**src/rtl/rca_pkg.sv**
```systemverilog
// Shared width constant and result record for the registered ripple-carry adder.
package rca_pkg;

  localparam int RCA_N = 4;

  typedef struct packed {
    logic             cout;
    logic [RCA_N-1:0] sum;
  } rca_result_t;

endpackage

```
**src/rtl/rca_full_adder.sv**
```systemverilog
// One-bit full adder cell used as a stage of the ripple chain.
module full_adder (
  input  logic a,
  input  logic b,
  input  logic ci,
  output logic s,
  output logic co
);

  logic p;

  assign p  = a ^ b;
  assign s  = p ^ ci;
  assign co = (a & b) | (ci & p);

endmodule

```
**src/rtl/rca_wrap.sv**
```systemverilog
// N-bit ripple-carry adder built from full_adder cells, with the sum, carry-out,
// signed overflow and a valid flag captured into output registers.
module rca_wrap
  import rca_pkg::*;
#(
  parameter int N = RCA_N
) (
  input  logic         clk,
  input  logic         rst_n,
  input  logic [N-1:0] a,
  input  logic [N-1:0] b,
  input  logic         cin,
  input  logic         in_valid,
  output logic [N-1:0] sum,
  output logic         cout,
  output logic         ovf,
  output logic         out_valid
);

  logic [N:0]   c;
  logic [N-1:0] s;

  assign c[0] = cin;

  for (genvar i = 0; i < N; i++) begin : g_fa
    full_adder u_fa (
      .a  (a[i]),
      .b  (b[i]),
      .ci (c[i]),
      .s  (s[i]),
      .co (c[i+1])
    );
  end

  // Result registers only load on in_valid, so idle-cycle operands never reach them.
  always_ff @(posedge clk or negedge rst_n) begin
    if (!rst_n) begin
      sum       <= '0;
      cout      <= 1'b0;
      ovf       <= 1'b0;
      out_valid <= 1'b0;
    end else begin
      out_valid <= in_valid;
      if (in_valid) begin
        sum  <= s;
        cout <= c[N];
        ovf  <= c[N-1] ^ c[N];
      end
    end
  end

endmodule

```
**config.mk**
```make
export PLATFORM = sky130hd
export DESIGN_NAME = rca_wrap
export DESIGN_NICKNAME = d
export VERILOG_FILES = /design/src/rtl/rca_pkg.sv /design/src/rtl/rca_full_adder.sv /design/src/rtl/rca_wrap.sv
export SDC_FILE = /design/constraint.sdc
export NUM_CORES = 1
export LEC_CHECK = 0
export BUFFER_PORTS_ARGS = -buffer_cell sky130_fd_sc_hd__buf_2
export CAP_MARGIN = 25
export CELL_PAD_IN_SITES_DETAIL_PLACEMENT = 2
export CELL_PAD_IN_SITES_GLOBAL_PLACEMENT = 2
export CORE_MARGIN = 2
export CORE_UTILIZATION = 29
export CTS_BUF_LIST = sky130_fd_sc_hd__clkbuf_4 sky130_fd_sc_hd__clkbuf_8
export DETAILED_ROUTE_END_ITERATION = 8
export PLACE_DENSITY = 0.88
export RECOVER_POWER = 50
export SLEW_MARGIN = 20
export SYNTH_ARGS = -nofsm -noshare
export SYNTH_HDL_FRONTEND = slang
export SYNTH_SLANG_ARGS = --single-unit
```
**constraint.sdc**
```tcl
create_clock -name clk -period 2.2 [get_ports clk]
set_clock_uncertainty 0.1 [all_clocks]
set_input_delay 0.11 -clock clk [delete_from_list [all_inputs] [get_ports clk]]
set_output_delay 0.11 -clock clk [all_outputs]
set_load 0.01 [all_outputs]
```
==> flow_metrics.env, run 1 <==
export IMPL_rows=13
export IMPL_leakage_nw=0.278
export IMPL_r2r_slack_ps=1330
export IMPL_syn_nets=45
export IMPL_drv_slew=0
export IMPL_wirelength_um=830
export IMPL_grtUsageTotal_pct=13.2
export IMPL_start_util_pct=30.2
export IMPL_fp_coreArea_um2=1250
export IMPL_synth_seq_cells=7
export IMPL_die_height_um=40.1
export IMPL_hold_violations=0
export IMPL_antenna_found_initial=0
export IMPL_ir_drop_mv=0.215
export IMPL_finalSetupViolCount=0
export IMPL_worst_pin_slew_ps=511
export IMPL_clkTransAtPathRegs_ps=60
export IMPL_status="completed"
export IMPL_die_area_um2=1610
export IMPL_drt_iter0_drc=0
export IMPL_io_pins=19
export IMPL_synth_area_um2=378
export IMPL_critPathKind="in -> reg"
export IMPL_grt_ovfl_total=0
export IMPL_slew_headroom_pct=65.9
export IMPL_drive_gt1_share_pct=40.4
export IMPL_dr_pass1_iters=1
export IMPL_r2r_cells=1
export IMPL_cts_buffers_inserted=3
export IMPL_cp_max_fo=2
export IMPL_nets=69
export IMPL_die_x_um=40.1
export IMPL_startpoint_type="input pin"
export IMPL_ys_seq_area_share_pct=46.4
export IMPL_rsz0062_at_grt="no"
export IMPL_routed_via_density=4.13
export IMPL_hold_class="in -> async"
export IMPL_synth_distinct_cells=9
export IMPL_wire_per_inst_um=12.4
export IMPL_diodes=0
export IMPL_total_power_mw=0.402
export IMPL_cts_root_buf="clkbuf_4"
export IMPL_cp_required_ps=2240
export IMPL_period_needed_ps=1900
export IMPL_critPathArrivalTime_ps=1940
export IMPL_clockBufferDepth=2
export IMPL_r2r_start="ovf"
export IMPL_fin_tns_setup_ps=0
export IMPL_gp_congestion=0.723
export IMPL_cts_tree="done"
export IMPL_cts_setup_buffers=0
export IMPL_yosys_warnings=0
export IMPL_power_density_nw_per_um2=772
export IMPL_rr_endpoint="ovf"
export IMPL_drc_errors=0
export IMPL_first_global_vias=313
export IMPL_avgSynthCellArea_um2=13.0
export IMPL_maxCapViolations=0
export IMPL_ant_nets=0
export IMPL_grt_max_degree=10
export IMPL_setup_worst_path_end_class="register"
export IMPL_fmax_mhz=527
export IMPL_vias=277
export IMPL_cts_sinks=7
export IMPL_area_growth_pct=37.7
export IMPL_numPortBuffers=18
export IMPL_worstSkewPairLatency_ps=250
export IMPL_synth_cells=29
export IMPL_grt_first_pass_wirelength_mm=1.34
export IMPL_htreeDepth=1
export IMPL_holdWs_ps=179
export IMPL_hpwl_um=670
export IMPL_finalCritPeriodShare_pct=86.3
sequential cells by signal, summed over array words and instances (netlist names):
signal     count
out_valid      1
sum            4
cout           1
ovf            1
worst max-delay path: stages:
cell,delay (ps)
buf_2,110
fa_1,420
inv_1,80
fa_1,150
inv_1,50
fa_1,400
inv_1,100
fa_1,200
xnor2_1,70
mux2_4,250
cell type report:
cell class | count | area (µm²)
Clock buffer | 4 | 30.0
Fill cell | 137 | 732
Inverter | 8 | 30.0
Multi-Input combinational cell | 13 | 161
Sequential cell | 7 | 175
Tap cell | 15 | 18.8
Timing Repair Buffer | 20 | 105
cell usage after synthesis, drive strengths merged:
cell type,count,area (µm²)
inv,8,30.0
dfrtp,7,175
fa,4,80.1
mux2,3,45.0
a21oi,2,10.0
nor2,2,7.51
buf,1,11.3
mux2i,1,10.0
xnor2,1,8.76
how the worst max path moves through the flow:
stage	depth (start not counted)	slack, ps	endpoint	from
finish	10	300	ovf	a[0]
global route	9	210	sum[3]	a[0]
detailed placement	10	8	ovf	a[0]
CTS	10	270	ovf	a[0]
global placement	9	80	sum[3]	a[0]
floorplan	9	260	ovf	a[0]
repair_timing:
action | 4_1_cts | 5_1_grt
hold buffers | 2 | 0
gates resized for setup | 0 | 0
endpoints found under the hold margin | 8 | 0
where the power goes:
group | total (mW) | internal (mW) | switching [mW]
sequential | 0.166 | 0.152 | 0.0137
combinational | 0.107 | 0.0559 | 0.0511
clock | 0.129 | 0.0816 | 0.0476
total | 0.402 | 0.290 | 0.112
cells in the final DEF, fill, tap and decap left out:
cell type      instances
mux2_4                 3
dfrtp_1                7
clkbuf_4               4
a21oi_1                2
buf_2                 14
inv_1                  8
fa_1                   4
clkbuf_1               4
dlygate4sd3_1          2
nor2_1                 2
xnor2_1                1
mux2i_1                1
through the flow:
stage	instance area, µm²	std cells	worst slack [ps]	util, %
final	520	67	301	41.6
after detailed placement	475	61	8.00	38.0
after global routing	520	67	208	41.6
after CTS	526	67	266	42.0
after floorplan	378	29	261	-
after global placement	475	61	83.7	38.0
per-layer routing:
layer | wire length, µm | vias up | track usage, %
li1 | - | 131 | -
met4 | 8 | 0 | 10.3
met5 | 0 | - | 0
met1 | 331 | 136 | 14.9
met2 | 461 | 8 | 22.2
met3 | 29 | 2 | 1.67
logic make-up (layout without fill, tap and decap cells):
group           count (synthesis)  in the layout  share of synthesized area, %
compound gates                  2              2                          2.65
xor+xnor                        1              1                          2.32
fa+ha+maj                       4              4                          21.2
buf+inv                         9             32                          10.9
flops                           7              7                          46.4
mux                             4              4                          14.6
simple gates                    2              2                          1.99
Note: power is estimated with default switching activity, not from simulation.
==> run 2: changes to the inputs <==
--- a/config.mk
+++ b/config.mk
@@ -10,10 +10,10 @@
 export CELL_PAD_IN_SITES_DETAIL_PLACEMENT = 2
 export CELL_PAD_IN_SITES_GLOBAL_PLACEMENT = 2
 export CORE_MARGIN = 2
-export CORE_UTILIZATION = 29
+export CORE_UTILIZATION = 27
 export CTS_BUF_LIST = sky130_fd_sc_hd__clkbuf_4 sky130_fd_sc_hd__clkbuf_8
 export DETAILED_ROUTE_END_ITERATION = 8
-export PLACE_DENSITY = 0.88
+export PLACE_DENSITY = 0.83
 export RECOVER_POWER = 50
 export SLEW_MARGIN = 20
 export SYNTH_ARGS = -nofsm -noshare
==> constraint.sdc (replaced) <==
create_clock -name clk -period 2 [get_ports clk]
set_clock_uncertainty 0.1 [all_clocks]
set_input_delay 0.1 -clock clk [delete_from_list [all_inputs] [get_ports clk]]
set_output_delay 0.1 -clock clk [all_outputs]
set_load 0.01 [all_outputs]
==> run 2 against run 1 <==
Net effect: highest routed layer unchanged; total power increased by 10%; via count increased by 5.8%; worst hold slack got worse by 23 ps; largest power group unchanged; routed wire length increased by 0.60%; register-to-register slack got worse by 210 ps; flip-flop and latch count unchanged; combinational power increased by 17%; count of clock-buffer cells in the layout unchanged; cell area increased by 2.9%; first-iteration DRC count unchanged; critical path depth unchanged.
==> flow_metrics.env, run 2 (same netlist as run 1, synthesis figures left out) <==
export IMPL_status="completed"
export IMPL_area_growth_pct=41.7
export IMPL_grt_max_degree=10
export IMPL_drive_gt1_share_pct=42.6
export IMPL_p_sw_mw=0.120
export IMPL_startpoint_type="input pin"
export IMPL_fillers=160
export IMPL_diodes=0
export IMPL_fin_tns_setup_ps=0
export IMPL_switching_share_pct=27.1
export IMPL_placed_area_um2=490
export IMPL_layout_common_cells="buf_2, inv_1, dfrtp_1"
export IMPL_power_density_nw_per_um2=829
export IMPL_cts_sinks=7
export IMPL_worst_pin_slew_ps=500
export IMPL_clkPwrFrac_pct=30.8
export IMPL_largest_register="sum"
export IMPL_grt_first_pass_wirelength_mm=1.60
export IMPL_critPathArrivalTime_ps=1880
export IMPL_cp_max_fo=2
export IMPL_wire_per_inst_um=12.1
export IMPL_cts_root_buf="clkbuf_4"
export IMPL_drc_errors=0
export IMPL_first_global_vias=366
export IMPL_ant_nets=0
export IMPL_utilization_pct=41.2
export IMPL_fmax_mhz=538
export IMPL_period_needed_ps=1860
export IMPL_finalCritPeriodShare_pct=92.9
export IMPL_grtUsageTotal_pct=13.0
export IMPL_dp_cells=63
export IMPL_io_pins=19
export IMPL_cts_buffers_inserted=3
export IMPL_grt_ovfl_total=0
export IMPL_htreeDepth=1
export IMPL_hpwl_um=715
export IMPL_leakage_nw=0.287
export IMPL_fp_coreArea_um2=1300
export IMPL_wirelength_um=835
export IMPL_slew_headroom_pct=66.7
export IMPL_clockBufferDepth=2
export IMPL_vias=293
export IMPL_rows=13
export IMPL_die_area_um2=1710
export IMPL_maxCapViolations=0
export IMPL_cts_resized=0
export IMPL_setup_worst_path_end_class="register"
export IMPL_final_cell_area_um2=536
export IMPL_cts_tree="done"
export IMPL_finalSetupViolCount=0
export IMPL_postCtsHoldBufs=2
export IMPL_die_x_um=41.4
export IMPL_total_power_mw=0.444
export IMPL_largest_reg_flops=4
export IMPL_p_seq_share_pct=40.9
export IMPL_hold_class="in -> reg"
export IMPL_drv_slew=0
export IMPL_cts_setup_buffers=0
export IMPL_final_common_cell="buf_2"
export IMPL_instances_no_fill=69
export IMPL_antenna_found_initial=0
export IMPL_gp_congestion=0.653
export IMPL_dr_pass1_iters=1
export IMPL_numPortBuffers=18
export IMPL_die_height_um=41.4
export IMPL_rsz0062_at_grt="no"
export IMPL_comb_power_share_pct=28.2
export IMPL_critPathKind="in -> reg"
export IMPL_nets=71
export IMPL_hold_violations=0
export IMPL_drt_iter0_drc=0
export IMPL_p_int_mw=0.323
export IMPL_start_util_pct=29.0
export IMPL_worstSkewPairLatency_ps=240
export IMPL_ir_drop_mv=0.217
export IMPL_cp_required_ps=2020
export IMPL_clkTransAtPathRegs_ps=50
export IMPL_routed_via_density=4.25
## run 2: cell count changes in the layout (fill, tap and decap cells not counted)
cell / previous run / this run
buf_4: 0 / 2
## run 2: worst paths after layout
kind	cells after the start	endpoint	from	slack (ps)
worst max-delay path	10	ovf	a[0]	140
worst min-delay path	3	sum[0]	cin	160
worst max register to register	1	ovf	ovf	1120
worst min register to register	1	sum[2]	sum[2]	410
max in group asynchronous	2	sum[3]	rst_n	1350
min in group asynchronous	2	sum[0]	rst_n	180
## run 2: through the flow
step / worst slack (ps) / hold WS (ps)
4_1_cts: 120 / 108
6_report: 143 / 156
3_3_place_gp: -105 / -161
3_5_place_dp: -136 / -161
2_1_floorplan: 71.2 / -296
5_1_grt: 49.5 / 163
## run 2: worst max-delay path, stage by stage
cell	delay, ps
buf_2	110
fa_1	410
inv_1	70
fa_1	160
inv_1	50
fa_1	380
inv_1	80
fa_1	200
xnor2_1	70
mux2_4	260
## run 2: routing by layer
layer	vias up	global-route usage, %	wire, µm
li1	135	-	-
met1	149	14.2	334
met2	7	21.9	458
met3	2	1.30	23
met4	0	11.6	19
met5	-	0	0
## run 2: area by class of cell
cell class	count	area (µm²)	area share, %
Multi-Input combinational cell	13	161	30.1
Timing Repair Buffer	22	120	22.4
Clock buffer	4	30.0	5.61
Tap cell	15	18.8	3.50
Sequential cell	7	175	32.7
Inverter	8	30.0	5.61
## run 2: power by group through the flow
stage	logic [mW]	clock network (mW)	registers, mW
CTS	0.131	0.142	0.182
detailed placement	0.127	0	0.184
global route	0.140	0.152	0.186
global placement	0.118	0	0.183
floorplan	0.0545	0	0.195
finish	0.125	0.137	0.182
==> run 3: changes to the inputs <==
==> constraint.sdc (replaced) <==
create_clock -name clk -period 2 [get_ports clk]
set_clock_uncertainty 0.1 [all_clocks]
set_input_delay 0.5 -clock clk [delete_from_list [all_inputs] [get_ports clk]]
set_output_delay 0.5 -clock clk [all_outputs]
set_load 0.01 [all_outputs]
==> run 3 against run 2 <==
Net effect: the run now ends with negative setup slack left; core utilization increased by 3.8 points; flip-flop and latch count unchanged; via count unchanged; total power increased by 5.5%; cell count unchanged; cell area increased by 9.3%; critical path type unchanged; largest cell class is now multi-input combinational cells.
==> flow_metrics.env, run 3 (same netlist as run 1, synthesis figures left out) <==
export IMPL_die_height_um=41.4
export IMPL_startpoint="a[0]"
export IMPL_critPathKind="in -> reg"
export IMPL_ir_drop_mv=0.291
export IMPL_grt_first_pass_wirelength_mm=1.52
export IMPL_wire_per_inst_um=13.6
export IMPL_grt_max_degree=10
export IMPL_cp_common_cell="fa_2"
export IMPL_setup_ws_ps=-155
export IMPL_nets=71
export IMPL_largest_register="sum"
export IMPL_drt_iter0_drc=1
export IMPL_gp_congestion=0.637
export IMPL_crit_family="adder cells"
export IMPL_fp_coreArea_um2=1300
export IMPL_drive_gt1_share_pct=70.4
export IMPL_worst_path_buf_inv=4
export IMPL_total_power_mw=0.468
export IMPL_period_needed_ps=2160
export IMPL_diodes=0
export IMPL_layout_common_cells="buf_2, dfrtp_1, inv_1"
export IMPL_worst_pin_slew_ps=238
export IMPL_utilization_pct=45.0
export IMPL_io_pins=19
export IMPL_hp_start="in_valid"
export IMPL_hold_violations=0
export IMPL_place_ws_ps=-478
export IMPL_crit_path_top_delay_cell="fa_2"
export IMPL_dr_pass1_iters=2
export IMPL_finalSetupViolCount=3
export IMPL_cp_required_ps=2030
export IMPL_first_global_vias=358
export IMPL_final_cell_area_um2=586
export IMPL_fmax_mhz=464
export IMPL_cts_tree="done"
export IMPL_hpwl_um=668
export IMPL_wirelength_um=937
export IMPL_comb_power_share_pct=31.5
export IMPL_fin_tns_setup_ps=-389
export IMPL_cts_buffers_inserted=3
export IMPL_max_stage_delay_ps=370
export IMPL_fillers=148
export IMPL_worstSkewPairLatency_ps=250
export IMPL_status="finished, violations left"
export IMPL_maxCapViolations=0
export IMPL_slew_headroom_pct=84.1
export IMPL_p_seq_share_pct=38.5
export IMPL_leakage_nw=0.307
export IMPL_rows=13
export IMPL_drv_slew=0
export IMPL_numPortBuffers=18
export IMPL_r2r_start="ovf"
export IMPL_setup_worst_path_end_class="register"
export IMPL_critPathArrivalTime_ps=2190
export IMPL_placed_area_um2=500
export IMPL_grtUsageTotal_pct=12.2
export IMPL_violations="negative setup slack"
export IMPL_clkPwrFrac_pct=30.0
export IMPL_final_common_cell="buf_2"
export IMPL_finalCritPeriodShare_pct=108
export IMPL_p_int_mw=0.339
export IMPL_rsz0062_at_grt="yes"
export IMPL_die_area_um2=1710
export IMPL_p_sw_mw=0.130
export IMPL_cp_max_fo=2
export IMPL_drc_errors=0
export IMPL_startpoint_type="input pin"
export IMPL_power_density_nw_per_um2=800
export IMPL_cts_sinks=7
export IMPL_clkTransAtPathRegs_ps=50
export IMPL_crit_chain="buf_6, fa_2, inv_2, fa_2, inv_2, fa_2, inv_2, fa_2, xnor2_2, mux2_4"
export IMPL_routed_via_density=4.25
export IMPL_start_util_pct=29.0
export IMPL_ant_nets=0
export IMPL_area_growth_pct=55.0
export IMPL_antenna_found_initial=0
export IMPL_htreeDepth=1
export IMPL_largest_reg_flops=4
export IMPL_cts_root_buf="clkbuf_4"
export IMPL_clockBufferDepth=2
export IMPL_vias=293
export IMPL_hold_class="in -> reg"
export IMPL_die_x_um=41.4
export IMPL_grt_ovfl_total=0
export IMPL_switching_share_pct=27.7
## run 3: changes by cell type in the layout (fill, tap and decap cells not counted), moves of 2 or more
cell	delta
inv_1	-3
clkbuf_1	-4
a21oi_2	+2
buf_6	+4
fa_1	-4
a21oi_1	-2
fa_2	+4
inv_2	+3
## run 3: what timing repair did
item                                    in CTS  in global routing
pin swaps                                    1                  1
hold endpoints to repair                     7                  0
setup buffers                                1                  1
resized for setup                            5                  2
endpoints found under the setup margin       3                  3
hold buffers                                 1                  0
## run 3: worst paths after layout
check | endpoint | slack, ps | cells after the start
min in group asynchronous | out_valid | 510 | 2
worst max-delay path | ovf | -160 | 10
worst min register to register | sum[2] | 410 | 1
worst max register to register | ovf | 1150 | 1
max in group asynchronous | sum[3] | 1140 | 2
worst min-delay path | out_valid | 400 | 1
## run 3: per-layer routing
layer / global-route usage [%] / part of all wire, % / vias up
met3: 3.91 / 3.4 / 4
met1: 11.6 / 35 / 145
li1: - / - / 134
met4: 7.74 / 2.2 / 0
met5: 0 / 0 / -
met2: 22.2 / 60 / 10
## run 3: cell type report
type	count	area [µm²]	area share (%)
inverters	8	30.0	5.13
clock buffers	4	30.0	5.13
repair buffers	22	145	24.8
flip-flops and latches	7	175	29.9
well taps	15	18.8	3.21
multi-input cells	13	186	31.8
## run 3: power by group through the flow
stage	Sequential (mW)	Combinational (mW)	Clock [mW]
finish	0.180	0.147	0.140
global route	0.186	0.161	0.153
CTS	0.181	0.144	0.146
floorplan	0.195	0.0582	0
detailed placement	0.183	0.129	0
global placement	0.183	0.122	0
## run 3: per-stage QoR
stage	hold WS, ps	instances
final	404	69
after global routing	395	69
after CTS	387	69
after detailed placement	236	63
after global placement	239	63
after floorplan	104	29
